==> src/rtl/acc_job_arbiter.sv <==
// acc_job_arbiter
//   Round-robin arbiter sharing one accumulator (Load / Data_In / Done /
//   ACC_Out handshake) among four requesters. One job at a time: grant,
//   launch, wait for the Done rising edge, return the result with a
//   one-cycle Ack to the owner.
//
//   Optional feature: define ACC_ARB_TIMEOUT_EN to abort a job after
//   TIMEOUT WAIT cycles (Result=0, Err=1, Acc_Reset low for the RESP cycle).
//
// Ports
//   Clk, Reset      clock (rising edge), async active-low reset
//   Req, Req_Data   per-requester level request + packed operands
//   Grant, Ack      one-hot owner (LOAD..RESP), one-cycle completion pulse
//   Result, Err     job result (valid in Ack cycle, held), timeout flag
//   Acc_Load        one-cycle launch pulse to the accumulator
//   Acc_Data        operand, stable for the whole job
//   Acc_Reset       active-low accumulator reset (timeout recovery)
//   Acc_Done        accumulator completion level
//   Acc_Out         accumulator result
module acc_job_arbiter #(
   parameter int DATA_W  = 8,
   parameter int TIMEOUT = 255
) (
   input  logic                  Clk,
   input  logic                  Reset,
   input  logic [3:0]            Req,
   input  logic [4*DATA_W-1:0]   Req_Data,
   output logic [3:0]            Grant,
   output logic [3:0]            Ack,
   output logic [DATA_W-1:0]     Result,
   output logic                  Err,
   output logic                  Acc_Load,
   output logic [DATA_W-1:0]     Acc_Data,
   output logic                  Acc_Reset,
   input  logic                  Acc_Done,
   input  logic [DATA_W-1:0]     Acc_Out
);

   localparam int NUM_REQ = 4;

   typedef enum logic [1:0] {IDLE, LOAD, WAIT, RESP} state_t;

   state_t       state;
   logic [1:0]   last;      // previous owner; search starts one above it
   logic [1:0]   own;       // current owner index
   logic         done_q;    // Acc_Done delayed, for edge detection
   logic         sel_vld;
   logic [1:0]   sel;
   logic         done_rise;

   // Round-robin pick: first set Req bit at (last+1), (last+2), ... with wrap.
   // k = NUM_REQ lands back on last itself, so a lone re-request by the
   // previous owner is still served.
   always_comb begin
      sel_vld = 1'b0;
      sel     = last;
      for (int k = 1; k <= NUM_REQ; k++) begin
         logic [1:0] idx;
         idx = last + 2'(k);
         if (!sel_vld && Req[idx]) begin
            sel_vld = 1'b1;
            sel     = idx;
         end
      end
   end

   // A Done level still high from an earlier job must not finish a new one.
   assign done_rise = Acc_Done & ~done_q;

`ifdef ACC_ARB_TIMEOUT_EN
   localparam int CNT_W = $clog2(TIMEOUT + 1);
   logic [CNT_W-1:0] cnt;
`else
   assign Err       = 1'b0;
   assign Acc_Reset = 1'b1;
`endif

   always_ff @(posedge Clk or negedge Reset) begin
      if (!Reset) begin
         state     <= IDLE;
         Grant     <= '0;
         Ack       <= '0;
         Result    <= '0;
         Acc_Load  <= 1'b0;
         Acc_Data  <= '0;
         last      <= 2'd3;
         own       <= 2'd0;
         done_q    <= 1'b0;
`ifdef ACC_ARB_TIMEOUT_EN
         Err       <= 1'b0;
         Acc_Reset <= 1'b1;
         cnt       <= '0;
`endif
      end else begin
         done_q   <= Acc_Done;
         Ack      <= '0;
         Acc_Load <= 1'b0;
`ifdef ACC_ARB_TIMEOUT_EN
         Err       <= 1'b0;
         Acc_Reset <= 1'b1;
`endif
         case (state)
            IDLE: begin
               if (sel_vld) begin
                  Grant    <= 4'b0001 << sel;
                  own      <= sel;
                  Acc_Data <= Req_Data[int'(sel)*DATA_W +: DATA_W];
                  Acc_Load <= 1'b1;
                  state    <= LOAD;
               end
            end
            LOAD: begin
`ifdef ACC_ARB_TIMEOUT_EN
               cnt <= '0;
`endif
               state <= WAIT;
            end
            WAIT: begin
               if (done_rise) begin
                  Result <= Acc_Out;
                  Ack    <= Grant;
                  state  <= RESP;
               end
`ifdef ACC_ARB_TIMEOUT_EN
               else begin
                  // cnt counts completed WAIT cycles; abort once this one
                  // brings it to TIMEOUT.
                  cnt <= cnt + 1'b1;
                  if (cnt + 1'b1 == CNT_W'(TIMEOUT)) begin
                     Result    <= '0;
                     Ack       <= Grant;
                     Err       <= 1'b1;
                     Acc_Reset <= 1'b0;
                     state     <= RESP;
                  end
               end
`endif
            end
            RESP: begin
               Grant <= '0;
               last  <= own;
               state <= IDLE;
            end
            default: state <= IDLE;
         endcase
      end
   end

endmodule

==> config.mk <==
export PLATFORM = sky130hd
export DESIGN_NAME = acc_job_arbiter
export DESIGN_NICKNAME = d
export VERILOG_FILES = /design/src/rtl/acc_job_arbiter.sv
export SDC_FILE = /design/constraint.sdc
export NUM_CORES = 1
export LEC_CHECK = 0
export ABC_CLOCK_PERIOD_IN_PS = 2700
export BUFFER_PORTS_ARGS = -buffer_cell sky130_fd_sc_hd__buf_2
export CAP_MARGIN = 20
export CELL_PAD_IN_SITES_DETAIL_PLACEMENT = 1
export CELL_PAD_IN_SITES_GLOBAL_PLACEMENT = 1
export CORE_MARGIN = 2
export CORE_UTILIZATION = 40
export CTS_BUF_LIST = sky130_fd_sc_hd__clkbuf_4 sky130_fd_sc_hd__clkbuf_8
export CTS_CLUSTER_DIAMETER = 80
export DETAILED_ROUTE_END_ITERATION = 10
export GPL_TIMING_DRIVEN = 0
export PLACE_DENSITY = 0.95
export SLEW_MARGIN = 25
export SYNTH_ARGS = -nofsm -noshare
export SYNTH_HDL_FRONTEND = slang
export SYNTH_SLANG_ARGS = --single-unit
==> constraint.sdc <==
create_clock -name Clk -period 2.7 [get_ports Clk]
set_clock_uncertainty 0.05 [all_clocks]
set_input_delay 0.27 -clock Clk [delete_from_list [all_inputs] [get_ports Clk]]
set_output_delay 0.27 -clock Clk [all_outputs]
set_load 0.005 [all_outputs]
==> results of run 1 <==
## power breakdown
part	switching, mW	internal, mW
combinational	0.645	0.527
sequential	0.119	0.688
clock	0.180	0.284
## metal layers
layer	vias up	part of all wire [%]
met5	-	0
met4	0	1.7
met3	10	6.9
met2	73	53
met1	760	38
li1	730	-
## worst max path at each step
stage / startpoint / end / slack, ns / depth (start not counted)
floorplan: last[1]$_DFFE_PN1P_ / Acc_Data[0]$_DFFE_PN0P_ / 0.86 / 8
global placement: last[1]$_DFFE_PN1P_ / Acc_Data[0]$_DFFE_PN0P_ / 0.69 / 8
detailed placement: last[1]$_DFFE_PN1P_ / Acc_Data[1]$_DFFE_PN0P_ / 0.62 / 8
CTS: last[1]$_DFFE_PN1P_ / Acc_Data[1]$_DFFE_PN0P_ / 0.60 / 8
global route: last[1]$_DFFE_PN1P_ / Acc_Data[0]$_DFFE_PN0P_ / 0.50 / 8
finish: last[1]$_DFFE_PN1P_ / Acc_Data[1]$_DFFE_PN0P_ / 0.61 / 8
## stage by stage
step                utilization (%)  cells
finish                         55.5    286
global route                   55.5    286
CTS                            55.5    286
detailed placement             52.8    278
global placement               52.8    278
floorplan                         -    157
## layout by cell type (no fill, tap or decap), drive strengths merged, types with 4 or more instances in the layout
master	n
dfrtp	30
o31ai	8
a21oi	4
o211ai	8
ha	4
mux2i	8
buf	79
nand2b	4
mux2	10
nand4	8
o21ai	5
nor2	4
and2	6
a211o	8
clkbuf	7
nand2	20
inv	5
## synthesized netlist by cell type, types with 2 or more instances
library cell / instances / area [um^2]
a211o_1: 8 / 70.1
a21o_1: 2 / 15.0
a21oi_1: 2 / 10.0
and2_1: 5 / 31.3
buf_2: 3 / 15.0
buf_4: 3 / 22.5
buf_6: 2 / 22.5
conb_1: 2 / 7.51
dfrtp_1: 30 / 751
dfstp_2: 2 / 52.6
ha_1: 4 / 50.1
inv_1: 5 / 18.8
mux2_2: 10 / 113
mux2i_1: 8 / 80.1
nand2_1: 19 / 71.3
nand2b_1: 4 / 25.0
nand4_1: 8 / 50.1
nor2_1: 3 / 11.3
o211ai_1: 2 / 15.0
o211ai_2: 6 / 75.1
o21ai_0: 4 / 20.0
o31ai_1: 8 / 60.1
## logic make-up after synthesis
family                   Yosys count  synth area share [%]
adder cells (fa/ha/maj)            4                  2.88
AND/OR/NAND/NOR                   46                  14.2
other                              2                 0.432
buffers and inverters             14                  4.74
flip-flops                        32                  46.2
AO/OA/AOI/OAI                     41                  20.6
multiplexers                      18                  11.1
## registers in the layout (all words and copies together) (netlist names)
signal / flops
Grant: 4
done_q: 1
Acc_Load: 1
Ack: 4
last: 2
Result: 8
Acc_Data: 8
state: 2
own: 2
## area by class of cell
cell class              instances  area share, %
multi-input cells             111           37.7
flip-flops and latches         32           35.4
repair buffers                 71           15.7
clock buffers                   6           3.36
plain buffers                   9           2.81
well taps                      50           2.76
clock inverters                 2           1.54
inverters                       5          0.827
## worst max-delay path, delay by kind of cell (launching register included)
kind	cells	cell delay (ns)
buf+inv	3	0.50
flops	1	0.52
compound gates	1	0.09
mux	1	0.26
simple gates	3	0.54
==> reports/metrics.csv, run 1 <==
stage,metric,value,unit
clock_network,clk_path_buf_depth,2,
clock_network,cts_sinks,32,
sta,final.period_utilization,77.3,%
synth,synth_edf_count,0,
detailed_routing,drt_iter0_drc,51,
final_layout,final.fill_count,473,
clock_network,numCtsBuffers,5,
critical_path,rr_worst_depth,8,
die,die_w,70.0,um
sta,setup_viol,0,
die,die_h,70.0,um
global_routing,grt_pass1_vias,1756,
sta,fin_ws,0.613,ns
clock_network,cts_tree,built,
pwr,worst_ir_drop_vdd,376,uV
critical_path,cp_max_fo,10,
detailed_routing,via_per_inst,5.50,
die,initial_core_util,42.6,%
sta,drv_slew,0,
synth,ys.flop_type,dfrtp_1,
clock_network,holdBufCountCts,0,
synth,ys_ff_latch,32,
global_routing,antenna_found_initial,0,
placed_design,dp_hpwl,3870,um
critical_path,cp-end-kind,flop,
die,die-area,4890,um^2
final_layout,drive_above_1_share,48.3,%
synth,syn_area,1740,um^2
synth,postSynth.asyncResetShare,100,%
critical_path,crit_type,flop to flop,
global_routing,overflow,0,
synth,yosys_warnings,0,
flow_run,maxCapViolations,0,
critical_path,rr_startpoint,last[1]$_DFFE_PN1P_,
clock_network,clk_pin_slew,0.07,ns
synth,avgSynthCellArea,11.1,um^2
detailed_routing,drc,0,
clock_network,cts_root_buf,clkbuf_8,
final_layout,fin_area,2270,um^2
critical_path,cp_common_cell,buf_6,
placed_design,dpl_worst_slack,0.625,ns
final_layout,multi_input_area,855,um^2
critical_path,crit_chain,buf_4 -> nor2_2 -> and2_4 -> buf_6 -> nor3_4 -> buf_6 -> mux2i_1 -> o211ai_2,
pwr,leakage,1.15,nW
clock_network,post_cts_buffers,0,
placed_design,gp_congestion,0.715,
run_status,status,finished with violations,
global_routing,grt_util_met1,23.9,%
sta,worst_slew_pin_slew,0.708,ns
detailed_routing,drtPass1Iterations,5,
global_routing,grt_use_total,22.3,%
synth,syn_nets,208,
critical_path,worst_path_max_delay_cell,dfstp_2,
sta,max_freq,479,MHz
clock_network,clk_latency,0.28,ns
critical_path,crit_path_start_kind,flop,
detailed_routing,antenna_left,0,
final_layout,nNetsFinal,286,
final_layout,area_growth,30.4,%
global_routing,grt.met3_usage,5.34,%
clock_network,cts_max_level,2,
detailed_routing,detail_route.wl_per_cell,18.0,um
die,pin_count,74,
critical_path,max_stage_delay,0.52,ns
final_layout,antenna_cells,0,
worst_hold_path,hold_path_class,input port to asynchronous set/reset pin,
sta,period_needed,2.09,ns
die,fp.coreArea,4090,um^2
pwr,p_per_area,1080,nW/um^2
pwr,total_power,2.44,mW
critical_path,worstPathRequired,2.81,ns
final_layout,ff_latch_area,803,um^2
synth,synth_seq_area_share,46.2,%
sta,hold_violations,30,
detailed_routing,via_count,1573,
global_routing,grt-busiest-layer,met2,
global_routing,grt_pass1_wl,8480,um
synth,synth_cell_types,39,
global_routing,grt_max_degree,33,
synth,syn_inst,157,
sta,timing.setup.tns,0,ns
sta,hold_ws,-0.0150,ns
global_routing,grt_use_met2,42.1,%
critical_path,arrival,2.20,ns
sta,rsz0062_at_grt,no,
critical_path,r2r_slack,0.61,ns
die,rows,23,
run_status,violations,negative hold slack,
placed_design,port_buffers,71,
clock_network,cts_resized,0,
placed_design,placed_area,2160,um^2
sta,relSlewSlack,52.4,%
critical_path,r2r-end,Acc_Data[1]$_DFFE_PN0P_,
detailed_routing,drt_wl_total,5140,um
(Power assumes the default switching activity.)
==> run 2: changes to the inputs <==
Settings changed: ABC_CLOCK_PERIOD_IN_PS 2700 to 2050, CORE_UTILIZATION 40 to 37, PLACE_DENSITY 0.95 to 0.94.
Clock period 2.7 ns to 2.05 ns, I/O delays scaled along.
==> run 2 against run 1 <==
  * The run now ends clean
  * Non-clock buffer count grew 3
  * Sequential share of layout area shrank 0.17 points
  * Via count shrank 0.51%
  * Global-route usage shrank 3.2 points
  * Die area grew 7.6%
  * Critical path type unchanged
  * Critical endpoint is now Acc_Data[2]$_DFFE_PN0P_
==> reports/metrics.csv, run 2 (synthesis results as in run 1) <==
stage,metric,value,unit
critical_path,crit_family,flip-flops,
detailed_routing,drtPass1Iterations,4,
critical_path,worstPathRequired,2.15,ns
sta,hold_violations,0,
die,initial_core_util,39.2,%
detailed_routing,detail_route.wl_per_cell,16.7,um
sta,max_freq,511,MHz
run_status,status,finished clean,
die,rows,24,
clock_network,clk_pin_slew,0.06,ns
die,die-area,5270,um^2
placed_design,dpl_worst_slack,-0.0479,ns
critical_path,crit_path_start_kind,flop,
sta,final.period_utilization,95.5,%
final_layout,final_common_cell,buf_2,
global_routing,overflow,0,
clock_network,clk_path_buf_depth,2,
pwr,worst_ir_drop_vdd,419,uV
final_layout,nNetsFinal,289,
worst_hold_path,hold_path_class,input port to flop,
placed_design,port_buffers,71,
sta,timing.setup.tns,0,ns
clock_network,clk_latency,0.28,ns
detailed_routing,drt_wl_total,4830,um
critical_path,crit_type,flop to flop,
clock_network,cts_sinks,32,
clock_network,cts_root_buf,clkbuf_8,
final_layout,drive_above_1_share,48.3,%
final_layout,top_regs,"Acc_Data (8), Result (8)",
sta,hold_ws,0.108,ns
detailed_routing,via_count,1565,
final_layout,final_cell_mix,"buf_2 (73), dfrtp_1 (30), nand2_1 (19)",
flow_run,maxCapViolations,0,
die,die_h,72.6,um
global_routing,grt_pass1_wl,7560,um
global_routing,grt_use_total,19.1,%
sta,rsz0062_at_grt,no,
detailed_routing,via_per_inst,5.40,
final_layout,area_growth,31.1,%
critical_path,cp_max_fo,10,
placed_design,placed_area,2160,um^2
placed_design,gp_congestion,0.729,
critical_path,crit_chain,buf_4 -> nand2b_1 -> a21oi_4 -> nor3_4 -> buf_6 -> mux2i_1 -> o211ai_2,
clock_network,numCtsBuffers,5,
pwr,p_per_area,1350,nW/um^2
sta,relSlewSlack,48.5,%
final_layout,antenna_cells,0,
sta,setup_viol,0,
detailed_routing,antenna_left,0,
die,fp.coreArea,4440,um^2
sta,worst_slew_pin_slew,0.766,ns
detailed_routing,drt_iter0_drc,53,
sta,period_needed,1.96,ns
critical_path,arrival,2.06,ns
critical_path,cp-end-kind,flop,
placed_design,dp_hpwl,3690,um
sta,drv_slew,0,
sta,fin_ws,0.0917,ns
clock_network,cts_tree,built,
pwr,total_power,3.07,mW
critical_path,path_buf_inv,2,
final_layout,fin_area,2280,um^2
pwr,leakage,1.15,nW
global_routing,grt_pass1_vias,1597,
critical_path,max_stage_delay,0.52,ns
clock_network,cts_max_level,2,
global_routing,grt_max_degree,33,
global_routing,antenna_found_initial,0,
die,pin_count,74,
detailed_routing,drc,0,
die,die_w,72.6,um
critical_path,worst_path_max_delay_cell,dfstp_2,
[run 2: area by class of cell]
cell class                      count  area, um^2
Buffer                              9        67.6
Clock buffer                        6        76.3
Clock inverter                      1        5.00
Fill cell                         525        2160
Inverter                            5        18.8
Multi-Input combinational cell    111         862
Sequential cell                    32         803
Tap cell                           52        65.1
Timing Repair Buffer               74         383
[run 2: stage by stage]
stage / instances / util, %
2_1_floorplan: 157 / -
3_3_place_gp: 280 / 48.6
3_5_place_dp: 280 / 48.6
4_1_cts: 290 / 51.1
5_1_grt: 290 / 51.3
6_report: 290 / 51.3
[run 2: power breakdown]
part / switching, mW / total [mW] / internal, mW
registers: 0.147 / 1.05 / 0.908
logic: 0.840 / 1.56 / 0.720
clock network: 0.211 / 0.455 / 0.243
[run 2: worst register-to-register path, delay by kind of cell (launching register included)]
family / cells / cell delay (ns)
multiplexers: 1 / 0.27
AND/OR/NAND/NOR: 2 / 0.42
flip-flops: 1 / 0.52
buffers and inverters: 2 / 0.34
AO/OA/AOI/OAI: 2 / 0.24
[run 2: what timing repair did]
item                                    CTS  global route
resized for setup                         0             5
endpoints found under the setup margin    6            10
setup buffers                             1             0
pin swaps                                 1             0
hold buffers                              2             0
hold endpoints to repair                 31             0
[run 2: final timing paths]
| check | from | slack (ns) | cells past startpoint | endpoint |
|---|---|---|---|---|
| setup / recovery | last[1]$_DFFE_PN1P_ | 0.09 | 7 | Acc_Data[2]$_DFFE_PN0P_ |
| hold / removal | Acc_Out[0] | 0.11 | 2 | Result[0]$_DFFE_PN0P_ |
| setup reg to reg | last[1]$_DFFE_PN1P_ | 0.09 | 7 | Acc_Data[2]$_DFFE_PN0P_ |
| hold reg to reg | Acc_Data[0]$_DFFE_PN0P_ | 0.44 | 2 | Acc_Data[0]$_DFFE_PN0P_ |
| max in group asynchronous | Reset | 1.01 | 2 | Result[3]$_DFFE_PN0P_ |
| min in group asynchronous | Reset | 0.48 | 2 | Grant[3]$_DFFE_PN0P_ |
[run 2: metal layers]
metal / up-vias / track usage (%) / part of all wire [%]
met5: - / 0 / 0
met4: 0 / 6.79 / 1.4
met3: 4 / 5.66 / 6.9
met2: 66 / 34.7 / 53
met1: 763 / 21.0 / 39
li1: 732 / - / -
==> run 3: changes to the inputs <==
Settings changed: BUFFER_PORTS_ARGS -buffer_cell sky130_fd_sc_hd__buf_2 to -buffer_cell sky130_fd_sc_hd__clkbuf_2, CORE_MARGIN 2 to unset.
==> run 3 against run 2 <==
  * Sequential share of layout area decreased by 0.59 points
  * Count of clock-buffer cells in the layout increased by 2
  * Critical path type unchanged
  * Largest power group unchanged
  * Sequential cell count unchanged
  * Global-route usage increased by 1.6 points
  * Design area increased by 1.7%
  * Core utilization increased by 0.87 points
  * Critical endpoint unchanged
  * The flow now finishes with violations (design-rule violations)
  * First-iteration DRC count increased by 34%
  * Combinational power about the same
==> reports/metrics.csv, run 3 (synthesis results as in run 1) <==
stage,metric,value,unit
final_layout,top_regs,"Acc_Data (8), Result (8)",
clock_network,cts_sinks,32,
clock_network,clk_path_buf_depth,2,
pwr,switchingPower,1.23,mW
pwr,p_per_area,1370,nW/um^2
global_routing,grt_use_met2,38.3,%
die,pin_count,74,
sta,timing.setup.tns,0,ns
clock_network,clk_pin_slew,0.07,ns
critical_path,crit_path_start_kind,flop,
global_routing,grt-busiest-layer,met2,
final_layout,final.fill_count,524,
die,die-area,4980,um^2
clock_network,numCtsBuffers,5,
final_layout,final_common_cell,clkbuf_2,
detailed_routing,drtPass1Iterations,7,
global_routing,grt_pass1_wl,7820,um
run_status,violations,design-rule violations,
global_routing,antenna_found_initial,0,
sta,hold_violations,0,
flow_run,maxCapViolations,0,
global_routing,grt_util_met1,22.3,%
critical_path,cp_max_fo,10,
die,die_w,70.6,um
global_routing,grt_max_degree,33,
sta,worst_slew_pin_slew,0.836,ns
placed_design,dpl_worst_slack,-0.0196,ns
pwr,switching_share,38.7,%
detailed_routing,via_count,1568,
detailed_routing,drt_iter0_drc,71,
die,initial_core_util,39.2,%
clock_network,clk_latency,0.29,ns
clock_network,cts_tree,built,
clock_network,cts_root_buf,clkbuf_8,
critical_path,cp-end-kind,flop,
placed_design,port_buffers,71,
final_layout,multi_input_area,877,um^2
detailed_routing,detail_route.wl_per_cell,16.6,um
sta,drv_slew,0,
die,die_h,70.6,um
final_layout,drive_above_1_share,50.0,%
global_routing,overflow,0,
critical_path,worstPathRequired,2.17,ns
critical_path,crit_type,flop to flop,
sta,period_needed,1.96,ns
pwr,leakage,1.17,nW
clock_network,cts_max_level,2,
final_layout,area_growth,33.3,%
pwr,power_frac_clock,16.7,%
die,fp.coreArea,4440,um^2
detailed_routing,drt_wl_total,4840,um
sta,relSlewSlack,43.7,%
sta,final.period_utilization,95.4,%
sta,max_freq,511,MHz
pwr,worst_ir_drop_vdd,520,uV
pwr,p_seq_share,33.3,%
global_routing,grt.met3_usage,6.55,%
sta,fin_ws,0.0943,ns
global_routing,grt_pass1_vias,1626,
global_routing,grt_use_total,20.7,%
final_layout,final_cell_mix,"clkbuf_2 (72), dfrtp_1 (30), nand2_1 (19)",
detailed_routing,antenna_left,0,
critical_path,r2r_slack,0.09,ns
sta,setup_viol,0,
placed_design,dp_hpwl,3680,um
critical_path,arrival,2.08,ns
pwr,power.internal,1.95,mW
detailed_routing,drc,14,
final_layout,nNetsFinal,290,
die,rows,24,
final_layout,ff_latch_area,803,um^2
detailed_routing,via_per_inst,5.37,
final_layout,antenna_cells,0,
worst_hold_path,hold_path_class,input port to flop,
placed_design,gp_congestion,0.742,
pwr,p_comb_share,50.0,%
run_status,status,finished with violations,
[run 3: power groups by stage]
stage          combinational (mW)  clock (mW)  sequential [mW]
4_1_cts                      1.58       0.550             1.07
3_3_place_gp                 1.45           0             1.06
3_5_place_dp                 1.55           0             1.07
6_report                     1.59       0.533             1.06
5_1_grt                      1.76       0.576             1.09
2_1_floorplan                1.00           0             1.06
[run 3: worst max-delay path, stage by stage (launching register included)]
cell      delay, ns
dfstp_2        0.52
buf_4          0.15
a21oi_1        0.08
a31o_2         0.22
o32ai_2        0.27
clkbuf_4       0.33
a211o_1        0.14
o211ai_2       0.08
[run 3: path summary, 6_finish.rpt]
| kind | start | end | cells after the start |
|---|---|---|---|
| max | last[1]$_DFFE_PN1P_ | Acc_Data[2]$_DFFE_PN0P_ | 7 |
| min | Acc_Out[3] | Result[3]$_DFFE_PN0P_ | 2 |
| max reg2reg | last[1]$_DFFE_PN1P_ | Acc_Data[2]$_DFFE_PN0P_ | 7 |
| min reg2reg | Acc_Data[3]$_DFFE_PN0P_ | Acc_Data[3]$_DFFE_PN0P_ | 2 |
| max in group asynchronous | Reset | Result[6]$_DFFE_PN0P_ | 2 |
| min in group asynchronous | Reset | Ack[3]$_DFF_PN0_ | 2 |
[run 3: routing by layer]
layer | wire length, um | part of all wire, %
met1 | 1920 | 40
met2 | 2530 | 52
met3 | 332 | 6.9
met4 | 59 | 1.2
met5 | 0 | 0
[run 3: area by class of cell]
class | instances | area share [%]
flip-flops and latches | 32 | 34.6
plain buffers | 9 | 2.91
inverters | 5 | 0.809
multi-input cells | 111 | 37.8
repair buffers | 75 | 16.8
clock buffers | 8 | 4.21
well taps | 52 | 2.80
[run 3: through the flow]
step	area, um^2	total power, mW	util (%)	hold WS, ns	instances
3_5_place_dp	2160	2.62	48.6	0.288	280
2_1_floorplan	1740	2.07	-	-0.141	157
6_report	2320	3.18	52.2	0.106	292
3_3_place_gp	2160	2.50	48.6	0.273	280
5_1_grt	2320	3.42	52.2	0.0951	292
4_1_cts	2290	3.19	51.6	0.0976	292
[run 3: timing repair]
item	CTS	global route
resized for setup	0	7
pin swaps	1	0
setup endpoints to repair	5	13
endpoints found under the hold margin	31	0
setup buffers	2	0
hold buffers	2	0
